==> src/rtl/fpga_cfg_pkg.sv <==
// Shared types and constants for the embedded-FPGA configuration-chain loader.
package fpga_cfg_pkg;

  typedef enum logic [1:0] {
    ST_IDLE  = 2'd0,
    ST_FETCH = 2'd1,
    ST_LO    = 2'd2,
    ST_HI    = 2'd3
  } cfg_state_e;

  localparam logic MODE_LOAD   = 1'b0;
  localparam logic MODE_VERIFY = 1'b1;

  localparam int unsigned MM_CNT_W = 16;

  // Adds b to a and clamps at all-ones instead of wrapping.
  function automatic logic [MM_CNT_W-1:0] sat_add(input logic [MM_CNT_W-1:0] a,
                                                  input logic [MM_CNT_W-1:0] b);
    logic [MM_CNT_W:0] sum;
    sum = {1'b0, a} + {1'b0, b};
    return sum[MM_CNT_W] ? {MM_CNT_W{1'b1}} : sum[MM_CNT_W-1:0];
  endfunction

endpackage

==> src/rtl/fpga_cfg_clkgen.sv <==
// Programming-clock generator: SHIFT_DIV phase counter, registered prog_clk and
// end-of-phase strobes used by the loader FSM.
module fpga_cfg_clkgen #(
  parameter int unsigned SHIFT_DIV = 1
) (
  input  logic clk,
  input  logic rst_n,
  input  logic abort_i,
  input  logic in_lo_i,
  input  logic in_hi_i,
  output logic lo_last_o,
  output logic hi_last_o,
  output logic prog_clk_o
);

  localparam int unsigned     PH_W    = (SHIFT_DIV > 1) ? $clog2(SHIFT_DIV) : 1;
  localparam logic [PH_W-1:0] PH_LAST = PH_W'(SHIFT_DIV - 1);

  logic [PH_W-1:0] phase_q;
  logic            prog_clk_q;
  logic            phase_last;

  assign phase_last = (phase_q == PH_LAST);
  assign lo_last_o  = in_lo_i & phase_last;
  assign hi_last_o  = in_hi_i & phase_last;
  assign prog_clk_o = prog_clk_q;

  // Phase counter: restarts at every phase boundary and whenever the shifter is not running.
  always_ff @(posedge clk or negedge rst_n) begin
    if (!rst_n) begin
      phase_q <= '0;
    end else if (abort_i || phase_last || !(in_lo_i || in_hi_i)) begin
      phase_q <= '0;
    end else begin
      phase_q <= phase_q + PH_W'(1);
    end
  end

  // prog_clk is high exactly while the FSM sits in HI.
  always_ff @(posedge clk or negedge rst_n) begin
    if (!rst_n) begin
      prog_clk_q <= 1'b0;
    end else if (abort_i) begin
      prog_clk_q <= 1'b0;
    end else if (lo_last_o) begin
      prog_clk_q <= 1'b1;
    end else if (hi_last_o) begin
      prog_clk_q <= 1'b0;
    end else begin
      prog_clk_q <= prog_clk_q;
    end
  end

endmodule

==> src/rtl/fpga_cfg_loader.sv <==
// Configuration-chain loader: streams words into NUM_CHAINS fabric config chains,
// optionally verifying against the chain tails, and gates the fabric reset.
module fpga_cfg_loader
  import fpga_cfg_pkg::*;
#(
  parameter int unsigned NUM_CHAINS = 1,
  parameter int unsigned CHAIN_LEN  = 1024,
  parameter int unsigned DATA_W     = 8,
  parameter int unsigned SHIFT_DIV  = 1
) (
  input  logic                  clk,
  input  logic                  rst_n,
  input  logic                  start_i,
  input  logic                  mode_i,
  input  logic                  abort_i,
  input  logic [DATA_W-1:0]     in_data_i,
  input  logic                  in_valid_i,
  output logic                  in_ready_o,
  output logic                  prog_clk_o,
  output logic [NUM_CHAINS-1:0] ccff_head_o,
  input  logic [NUM_CHAINS-1:0] ccff_tail_i,
  output logic                  busy_o,
  output logic                  done_o,
  output logic                  mismatch_o,
  output logic [MM_CNT_W-1:0]   mismatch_cnt_o,
  output logic                  fab_rst_n_o
);

  if ((NUM_CHAINS == 0) || ((DATA_W % NUM_CHAINS) != 0)) begin : g_bad_width
    $error("fpga_cfg_loader: DATA_W must be a non-zero multiple of NUM_CHAINS");
  end
  if ((SHIFT_DIV < 1) || (CHAIN_LEN < 1)) begin : g_bad_timing
    $error("fpga_cfg_loader: SHIFT_DIV and CHAIN_LEN must be at least 1");
  end

  localparam int unsigned STEPS_PER_WORD = DATA_W / NUM_CHAINS;
  localparam int unsigned IDX_W  = (STEPS_PER_WORD > 1) ? $clog2(STEPS_PER_WORD) : 1;
  localparam int unsigned STEP_W = $clog2(CHAIN_LEN + 1);
  localparam logic [IDX_W-1:0]  IDX_LAST  = IDX_W'(STEPS_PER_WORD - 1);
  localparam logic [STEP_W-1:0] STEP_LAST = STEP_W'(CHAIN_LEN - 1);

  cfg_state_e            state_q;
  logic                  mode_q;
  logic [DATA_W-1:0]     word_q;
  logic [IDX_W-1:0]      bit_idx_q;
  logic [STEP_W-1:0]     step_cnt_q;
  logic [NUM_CHAINS-1:0] head_q;
  logic                  in_ready_q;
  logic                  busy_q;
  logic                  done_q;
  logic                  mismatch_q;
  logic [MM_CNT_W-1:0]   mm_cnt_q;
  logic                  fab_rst_n_q;

  logic                  abort_act;
  logic                  in_lo;
  logic                  in_hi;
  logic                  lo_last;
  logic                  hi_last;
  logic [DATA_W-1:0]     word_shift;
  logic [NUM_CHAINS-1:0] tail_diff;
  logic [MM_CNT_W-1:0]   diff_cnt;

  assign abort_act  = abort_i & (state_q != ST_IDLE);
  assign in_lo      = (state_q == ST_LO);
  assign in_hi      = (state_q == ST_HI);
  // The latched word is consumed LSB first, NUM_CHAINS bits per step.
  assign word_shift = word_q >> NUM_CHAINS;

  assign in_ready_o     = in_ready_q;
  assign ccff_head_o    = head_q;
  assign busy_o         = busy_q;
  assign done_o         = done_q;
  assign mismatch_o     = mismatch_q;
  assign mismatch_cnt_o = mm_cnt_q;
  assign fab_rst_n_o    = fab_rst_n_q;

  fpga_cfg_clkgen #(
    .SHIFT_DIV (SHIFT_DIV)
  ) u_clkgen (
    .clk        (clk),
    .rst_n      (rst_n),
    .abort_i    (abort_act),
    .in_lo_i    (in_lo),
    .in_hi_i    (in_hi),
    .lo_last_o  (lo_last),
    .hi_last_o  (hi_last),
    .prog_clk_o (prog_clk_o)
  );

  // Number of chains whose tail disagrees with the bit being shifted in.
  always_comb begin
    tail_diff = ccff_tail_i ^ head_q;
    diff_cnt  = '0;
    for (int c = 0; c < NUM_CHAINS; c++) begin
      diff_cnt = diff_cnt + MM_CNT_W'(tail_diff[c]);
    end
  end

  // Loader FSM with registered handshake, status and fabric-reset outputs.
  always_ff @(posedge clk or negedge rst_n) begin
    if (!rst_n) begin
      state_q     <= ST_IDLE;
      mode_q      <= MODE_LOAD;
      word_q      <= '0;
      bit_idx_q   <= '0;
      step_cnt_q  <= '0;
      head_q      <= '0;
      in_ready_q  <= 1'b0;
      busy_q      <= 1'b0;
      done_q      <= 1'b0;
      mismatch_q  <= 1'b0;
      mm_cnt_q    <= '0;
      fab_rst_n_q <= 1'b0;
    end else if (abort_act) begin
      // Mismatch status survives an abort so a partial verify can still be inspected.
      state_q     <= ST_IDLE;
      head_q      <= '0;
      in_ready_q  <= 1'b0;
      busy_q      <= 1'b0;
      done_q      <= 1'b0;
      fab_rst_n_q <= 1'b0;
    end else begin
      case (state_q)
        ST_IDLE: begin
          if (start_i && !abort_i) begin
            state_q     <= ST_FETCH;
            mode_q      <= mode_i;
            step_cnt_q  <= '0;
            in_ready_q  <= 1'b1;
            busy_q      <= 1'b1;
            done_q      <= 1'b0;
            mismatch_q  <= 1'b0;
            mm_cnt_q    <= '0;
            fab_rst_n_q <= 1'b0;
          end
        end
        ST_FETCH: begin
          if (in_valid_i && in_ready_q) begin
            word_q     <= in_data_i;
            bit_idx_q  <= '0;
            head_q     <= in_data_i[NUM_CHAINS-1:0];
            in_ready_q <= 1'b0;
            state_q    <= ST_LO;
          end
        end
        ST_LO: begin
          if (lo_last) begin
            if ((mode_q == MODE_VERIFY) && (diff_cnt != '0)) begin
              mismatch_q <= 1'b1;
              mm_cnt_q   <= sat_add(mm_cnt_q, diff_cnt);
            end
            state_q <= ST_HI;
          end
        end
        ST_HI: begin
          if (hi_last) begin
            step_cnt_q <= step_cnt_q + STEP_W'(1);
            if (step_cnt_q == STEP_LAST) begin
              state_q     <= ST_IDLE;
              busy_q      <= 1'b0;
              done_q      <= 1'b1;
              fab_rst_n_q <= !((mode_q == MODE_VERIFY) && mismatch_q);
            end else if (bit_idx_q == IDX_LAST) begin
              state_q    <= ST_FETCH;
              in_ready_q <= 1'b1;
            end else begin
              bit_idx_q <= bit_idx_q + IDX_W'(1);
              word_q    <= word_shift;
              head_q    <= word_shift[NUM_CHAINS-1:0];
              state_q   <= ST_LO;
            end
          end
        end
        default: begin
          state_q <= ST_IDLE;
        end
      endcase
    end
  end

endmodule
==> config.mk <==
export PLATFORM = sky130hd
export DESIGN_NAME = fpga_cfg_loader
export DESIGN_NICKNAME = d
export VERILOG_FILES = /design/src/rtl/fpga_cfg_pkg.sv /design/src/rtl/fpga_cfg_clkgen.sv /design/src/rtl/fpga_cfg_loader.sv
export SDC_FILE = /design/constraint.sdc
export NUM_CORES = 1
export LEC_CHECK = 0
export ABC_AREA = 1
export CAP_MARGIN = 20
export CORE_MARGIN = 2
export CORE_UTILIZATION = 45
export CTS_CLUSTER_DIAMETER = 120
export CTS_CLUSTER_SIZE = 20
export DETAILED_ROUTE_END_ITERATION = 6
export GPL_ROUTABILITY_DRIVEN = 0
export PLACE_DENSITY = 0.73
export SLEW_MARGIN = 10
export SYNTH_ARGS = -nofsm -noshare
export SYNTH_HDL_FRONTEND = slang
export SYNTH_SLANG_ARGS = --single-unit
==> constraint.sdc <==
create_clock -name clk -period 3.95 [get_ports clk]
set_input_delay 0.9875 -clock clk [delete_from_list [all_inputs] [get_ports clk]]
set_output_delay 0.9875 -clock clk [all_outputs]
set_load 0.01 [all_outputs]
==> results of run 1 <==
cell type report:
cell class	instances	area, um2	area share, %
multi-input combinational	330	1534	44.45
sequential	48	1201	34.81
timing repair buffer	39	380.4	11.02
inverter	39	146.4	4.242
tap	77	96.34	2.792
clock buffer	6	82.58	2.393
clock inverter	2	10.01	0.2901
worst max-delay path by stage:
stage | cells after the start | end | startpoint
global route | 13 | mismatch_cnt_o[6] | ccff_tail_i
detailed placement | 13 | mismatch_cnt_o[10] | ccff_tail_i
finish | 13 | mismatch_cnt_o[10] | ccff_tail_i
CTS | 13 | mismatch_cnt_o[10] | ccff_tail_i
floorplan | 13 | mismatch_cnt_o[2] | ccff_tail_i
global placement | 13 | mismatch_cnt_o[15] | ccff_tail_i
layer usage:
metal / share of wire, % / GRT usage [%] / routed length (um)
met1: 48 / 24.16 / 3141
met2: 47 / 33.07 / 3039
met3: 3.9 / 2.918 / 255
met4: 0.80 / 4.473 / 52
met5: 0 / 0 / 0
registers in the layout, summed over array words and instances, names as in the netlist:
register,flops
bit_idx_q,3
busy_o,1
ccff_head_o,1
done_o,1
fab_rst_n_o,1
in_ready_o,1
mismatch_cnt_o,16
mismatch_o,1
mode_q,1
state_q,2
step_cnt_q,11
u_clkgen.phase_q,1
u_clkgen.prog_clk_o,1
word_q,7
stage by stage:
stage               worst slack (ns)  hold slack [ns]  instance area (um2)  utilization (%)  total power, mW
floorplan                      1.632           0.4422                 2940                -           0.9898
global placement              0.9075           0.4548                 3358            52.89            1.146
detailed placement            0.8155           0.4608                 3358            52.89            1.156
CTS                            1.118           0.4844                 3451            54.34            1.462
global route                  0.8504           0.5165                 3451            54.34            1.560
finish                         1.106           0.4793                 3451            54.34            1.451
cell usage in the layout (no fill, tap or decap), types with 2 or more instances in the layout:
cell / instances
nor2_2: 3
a21oi_1: 3
dfrtp_1: 48
inv_2: 2
clkdlybuf4s50_1: 36
o21bai_1: 4
ha_1: 5
inv_1: 37
buf_4: 2
nand2_1: 172
o21ai_0: 19
nor2_1: 40
nand3_1: 45
or2_2: 2
nand4_1: 16
xor2_1: 3
nand3b_1: 2
clkinv_2: 2
nand2_2: 3
clkbuf_8: 6
nor3_1: 3
nor2_4: 2
worst max-delay path, delay by kind of cell:
family	cells	cell delay, ns
buffers and inverters	3	0.66
AND/OR/NAND/NOR	8	1.02
adder cells (fa/ha/maj)	2	0.42
kinds of logic after synthesis:
kind of cell / share of synthesized area (%)
fa+ha+maj: 2.128
buf+inv: 6.979
compound gates: 6.383
flops: 40.85
mux: 0.3830
other cells: 0.1275
xor+xnor: 1.192
simple gates: 41.96
where the power goes:
group,internal [mW],switching (mW),leakage (nW)
combinational,0.190,0.299,1.05
sequential,0.582,0.0728,0.649
clock,0.140,0.166,0.0510
==> results.json, run 1 <==
{
  "crit_type": "input pin to flop",
  "rrSetupSlack_ns": 1.28,
  "grt_pass1_wl_mm": 11.22,
  "maxCapViolations": 0,
  "cts_sinks": 48,
  "max_stage_delay_ns": 0.51,
  "period_share_pct": 72.00,
  "cp_slowest_cell": "clkdlybuf4s50_1",
  "ys_seq_area_share_pct": 40.85,
  "syn_nets": 445,
  "final_cells": 541,
  "synth-edff-count": 0,
  "vias_per_cell": 5.100,
  "die-area_um2": 7197,
  "slew_violations": 0,
  "cts_buffers": 5,
  "start_util_pct": 46.31,
  "worstHoldPathType": "flop to flop",
  "required_ns": 4.19,
  "num-fill-cells": 610,
  "synth_area_per_cell_um2": 6.918,
  "grt_util_all_layers_pct": 18.71,
  "postCtsSetupBuffers": 0,
  "insertion_delay_ns": 0.30,
  "grt_max_degree": 31,
  "area_delta_synth_final_pct": 17.36,
  "drc": 0,
  "diodes": 0,
  "clk_path_buf_depth": 2,
  "power_leakage_nw": 1.746,
  "vdd_ir_drop_max_mv": 0.2923,
  "ff2ff_path_depth": 8,
  "postSynthCellCount": 425,
  "htreeDepth": 2,
  "fmax_ghz": 0.3516,
  "outcome": "completed",
  "fin_skew_ns": 0.01254,
  "synth-async-reset-ratio_pct": 100.0,
  "yosys.cell_types.count": 30,
  "hold_depth": 2,
  "wl_per_cell_um": 11.99,
  "vias": 2759,
  "power_density_nw_per_um2": 420.4,
  "antenna_found_initial": 0,
  "first_iter_violations": 139,
  "worst_pin_slew_ns": 0.6798,
  "row_count": 29,
  "dieHeight_um": 84.84,
  "yosysMostFrequentCell": "nand2_1",
  "dp_hpwl_mm": 4.706,
  "rsz0062_at_grt": "no",
  "reg2reg_from": "state_q[1]",
  "min_from": "busy_o",
  "maxSlewHeadroom_pct": 54.51,
  "ys.flop_type": "dfrtp_1",
  "ctsResizeCount": 0,
  "path_clk_slew_ns": 0.09,
  "holdPathEnd": "busy_o",
  "yosysTopAreaCell": "dfrtp_1",
  "ioPinCount": 38,
  "synth_warnings": 0,
  "drt_wl_total_mm": 6.488,
  "synth_top_area_share_pct": 40.85,
  "r2r_end": "word_q[2]",
  "startpoint_type": "input pin",
  "tns_ns": 0,
  "crit_arrival_ns": 3.08,
  "first_global_vias": 2552,
  "setup_viol": 0,
  "synthTopCellsByArea": "dfrtp_1, nand2_1, nand3_1",
  "worstSetupEndpointType": "flop",
  "ys_top_cells_by_count": "nand2_1, dfrtp_1, nand3_1",
  "tritoncts": "yes",
  "path_cells": "clkdlybuf4s50_1 -> nor2_1 -> nor2_1 -> ha_1 -> ha_1 -> nand3_1 -> inv_1 -> nand2_1 -> inv_1 -> nand3_1 -> nand3_1 -> nand2_1 -> nand2_1",
  "crit_fanout": 9,
  "chipWidth_um": 84.84,
  "holdBufCountCts": 0,
  "netlist_area_um2": 2940,
  "drive_gt1_share_pct": 6.034,
  "hold_violations": 0,
  "portBuffers": 37,
  "gr-total-overflow": 0,
  "final_antenna_net_count": 0,
  "place_inst": 533,
  "cts-root-buf": "clkbuf_8",
  "dr.pass1.iters": 5,
  "finalCriticalPeriod_ns": 2.844,
  "nets": 483,
  "coreArea_um2": 6350,
  "synth_seq_cells": 48
}
Note: power is estimated with default switching activity, not from simulation.
==> run 2: changes to the inputs <==
--- a/config.mk
+++ b/config.mk
@@ -13,7 +13,7 @@
 export CTS_CLUSTER_SIZE = 20
 export DETAILED_ROUTE_END_ITERATION = 6
 export GPL_ROUTABILITY_DRIVEN = 0
-export PLACE_DENSITY = 0.73
+export PLACE_DENSITY = 0.76
 export SLEW_MARGIN = 10
 export SYNTH_ARGS = -nofsm -noshare
 export SYNTH_HDL_FRONTEND = slang
==> constraint.sdc (replaced) <==
create_clock -name clk -period 2.35 [get_ports clk]
set_input_delay 0.5875 -clock clk [delete_from_list [all_inputs] [get_ports clk]]
set_output_delay 0.5875 -clock clk [all_outputs]
set_load 0.01 [all_outputs]
==> results.json, run 2 (synthesis results as in run 1) <==
{
  "seqCellArea_um2": 1201,
  "insertion_delay_ns": 0.30,
  "grt_pass1_wl_mm": 12.19,
  "outcome": "completed",
  "drc": 0,
  "period_share_pct": 83.35,
  "layout_setup_ws_ns": 0.3912,
  "drt_wl_total_mm": 6.914,
  "power_leakage_nw": 1.835,
  "final_antenna_net_count": 0,
  "drive_gt1_share_pct": 10.19,
  "dr.pass1.iters": 4,
  "slew_violations": 0,
  "met3_length_um": 255,
  "htreeDepth": 2,
  "chipWidth_um": 84.84,
  "first_iter_violations": 131,
  "row_count": 29,
  "dieHeight_um": 84.84,
  "path_clk_slew_ns": 0.09,
  "worstSetupEndpointType": "flop",
  "hold_violations": 0,
  "crit_arrival_ns": 2.14,
  "vias": 2851,
  "maxCapViolations": 0,
  "vias_per_cell": 5.109,
  "antenna_found_initial": 0,
  "start_util_pct": 46.31,
  "setup_viol": 0,
  "tns_ns": 0,
  "path_buf_inv": 3,
  "startpoint_type": "input pin",
  "cts_sinks": 48,
  "portBuffers": 37,
  "gr-total-overflow": 0,
  "cts_buffers": 5,
  "num-fill-cells": 591,
  "max_stage_delay_ns": 0.44,
  "holdBufCountCts": 0,
  "area_delta_synth_final_pct": 23.49,
  "finalCriticalPeriod_ns": 1.959,
  "wl_per_cell_um": 12.39,
  "diodes": 0,
  "grt_util_all_layers_pct": 20.32,
  "power_density_nw_per_um2": 708.2,
  "place_worst_setup_slack_ns": -0.3100,
  "worstHoldPathType": "input pin to async pin",
  "crit_fanout": 13,
  "die-area_um2": 7197,
  "nets": 500,
  "ioPinCount": 38,
  "coreArea_um2": 6350,
  "dr_wl_met2_mm": 3.359,
  "fmax_ghz": 0.5105,
  "layout_common_cells": "nand2_1, dfrtp_1, nand3_1",
  "layout_commonest_cell": "nand2_1",
  "vdd_ir_drop_max_mv": 0.4975,
  "cts-root-buf": "clkbuf_8",
  "largest_reg_flops": 16,
  "crit_type": "input pin to flop",
  "first_global_vias": 2731,
  "top_layer": "met4",
  "postCtsSetupBuffers": 0,
  "wl_met1_mm": 3.247,
  "tritoncts": "yes",
  "place_area_um2": 3491,
  "path_delay_family": "buffers and inverters",
  "grt_max_degree": 30,
  "rsz0062_at_grt": "no",
  "path_cells": "clkdlybuf4s50_1 -> inv_1 -> nand3_2 -> a21oi_4 -> inv_2 -> nand2_1 -> o21ai_0",
  "fin_skew_ns": 0.009253,
  "dp_hpwl_mm": 4.949,
  "fin_util_pct": 57.18,
  "required_ns": 2.53,
  "multi_input_area_um2": 1564,
  "cp_slowest_cell": "clkdlybuf4s50_1",
  "clk_path_buf_depth": 2,
  "final_cell_area_um2": 3631
}
==> run 2: report_power, final <==
part | switching [mW] | internal (mW)
Sequential | 0.123 | 0.979
Clock | 0.286 | 0.317
Combinational | 0.521 | 0.346
==> run 2: area by class of cell <==
class / count / area share (%)
multi-input combinational: 331 / 43.07
sequential: 48 / 33.08
timing repair buffer: 55 / 14.20
inverter: 39 / 4.032
tap: 77 / 2.653
clock buffer: 6 / 1.999
clock inverter: 2 / 0.9649
==> run 2: what timing repair did <==
action | 4_1_cts | 5_1_grt
pin swaps | 0 | 1
setup endpoints to repair | 1 | 12
cloned | 0 | 1
resized for setup | 1 | 6
hold endpoints to repair | 0 | 0
==> run 2: through the flow <==
step | hold WS [ns] | std cells | power [mW]
2_1_floorplan | 0.2919 | 425 | 1.664
3_3_place_gp | 0.4560 | 549 | 1.956
3_5_place_dp | 0.4589 | 549 | 1.983
4_1_cts | 0.2492 | 557 | 2.586
5_1_grt | 0.2742 | 558 | 2.754
6_report | 0.2369 | 558 | 2.571
==> run 2: final timing paths <==
| path | start | to | slack (ns) | cells after the start |
|---|---|---|---|---|
| worst min-delay path | rst_n | step_cnt_q[7] | 0.24 | 1 |
| worst min register to register | word_q[3] | word_q[3] | 0.48 | 2 |
| max in group asynchronous | rst_n | step_cnt_q[8] | 1.60 | 2 |
| worst max-delay path | abort_i | step_cnt_q[6] | 0.39 | 7 |
| min in group clk | word_q[3] | word_q[3] | 0.48 | 2 |
| worst max register to register | step_cnt_q[0] | bit_idx_q[2] | 0.45 | 10 |
==> run 2: metal layers <==
layer,vias up,track usage (%)
met1,1318,27.30
met4,0,5.339
met3,4,3.016
li1,1471,-
met5,-,0
met2,58,34.57
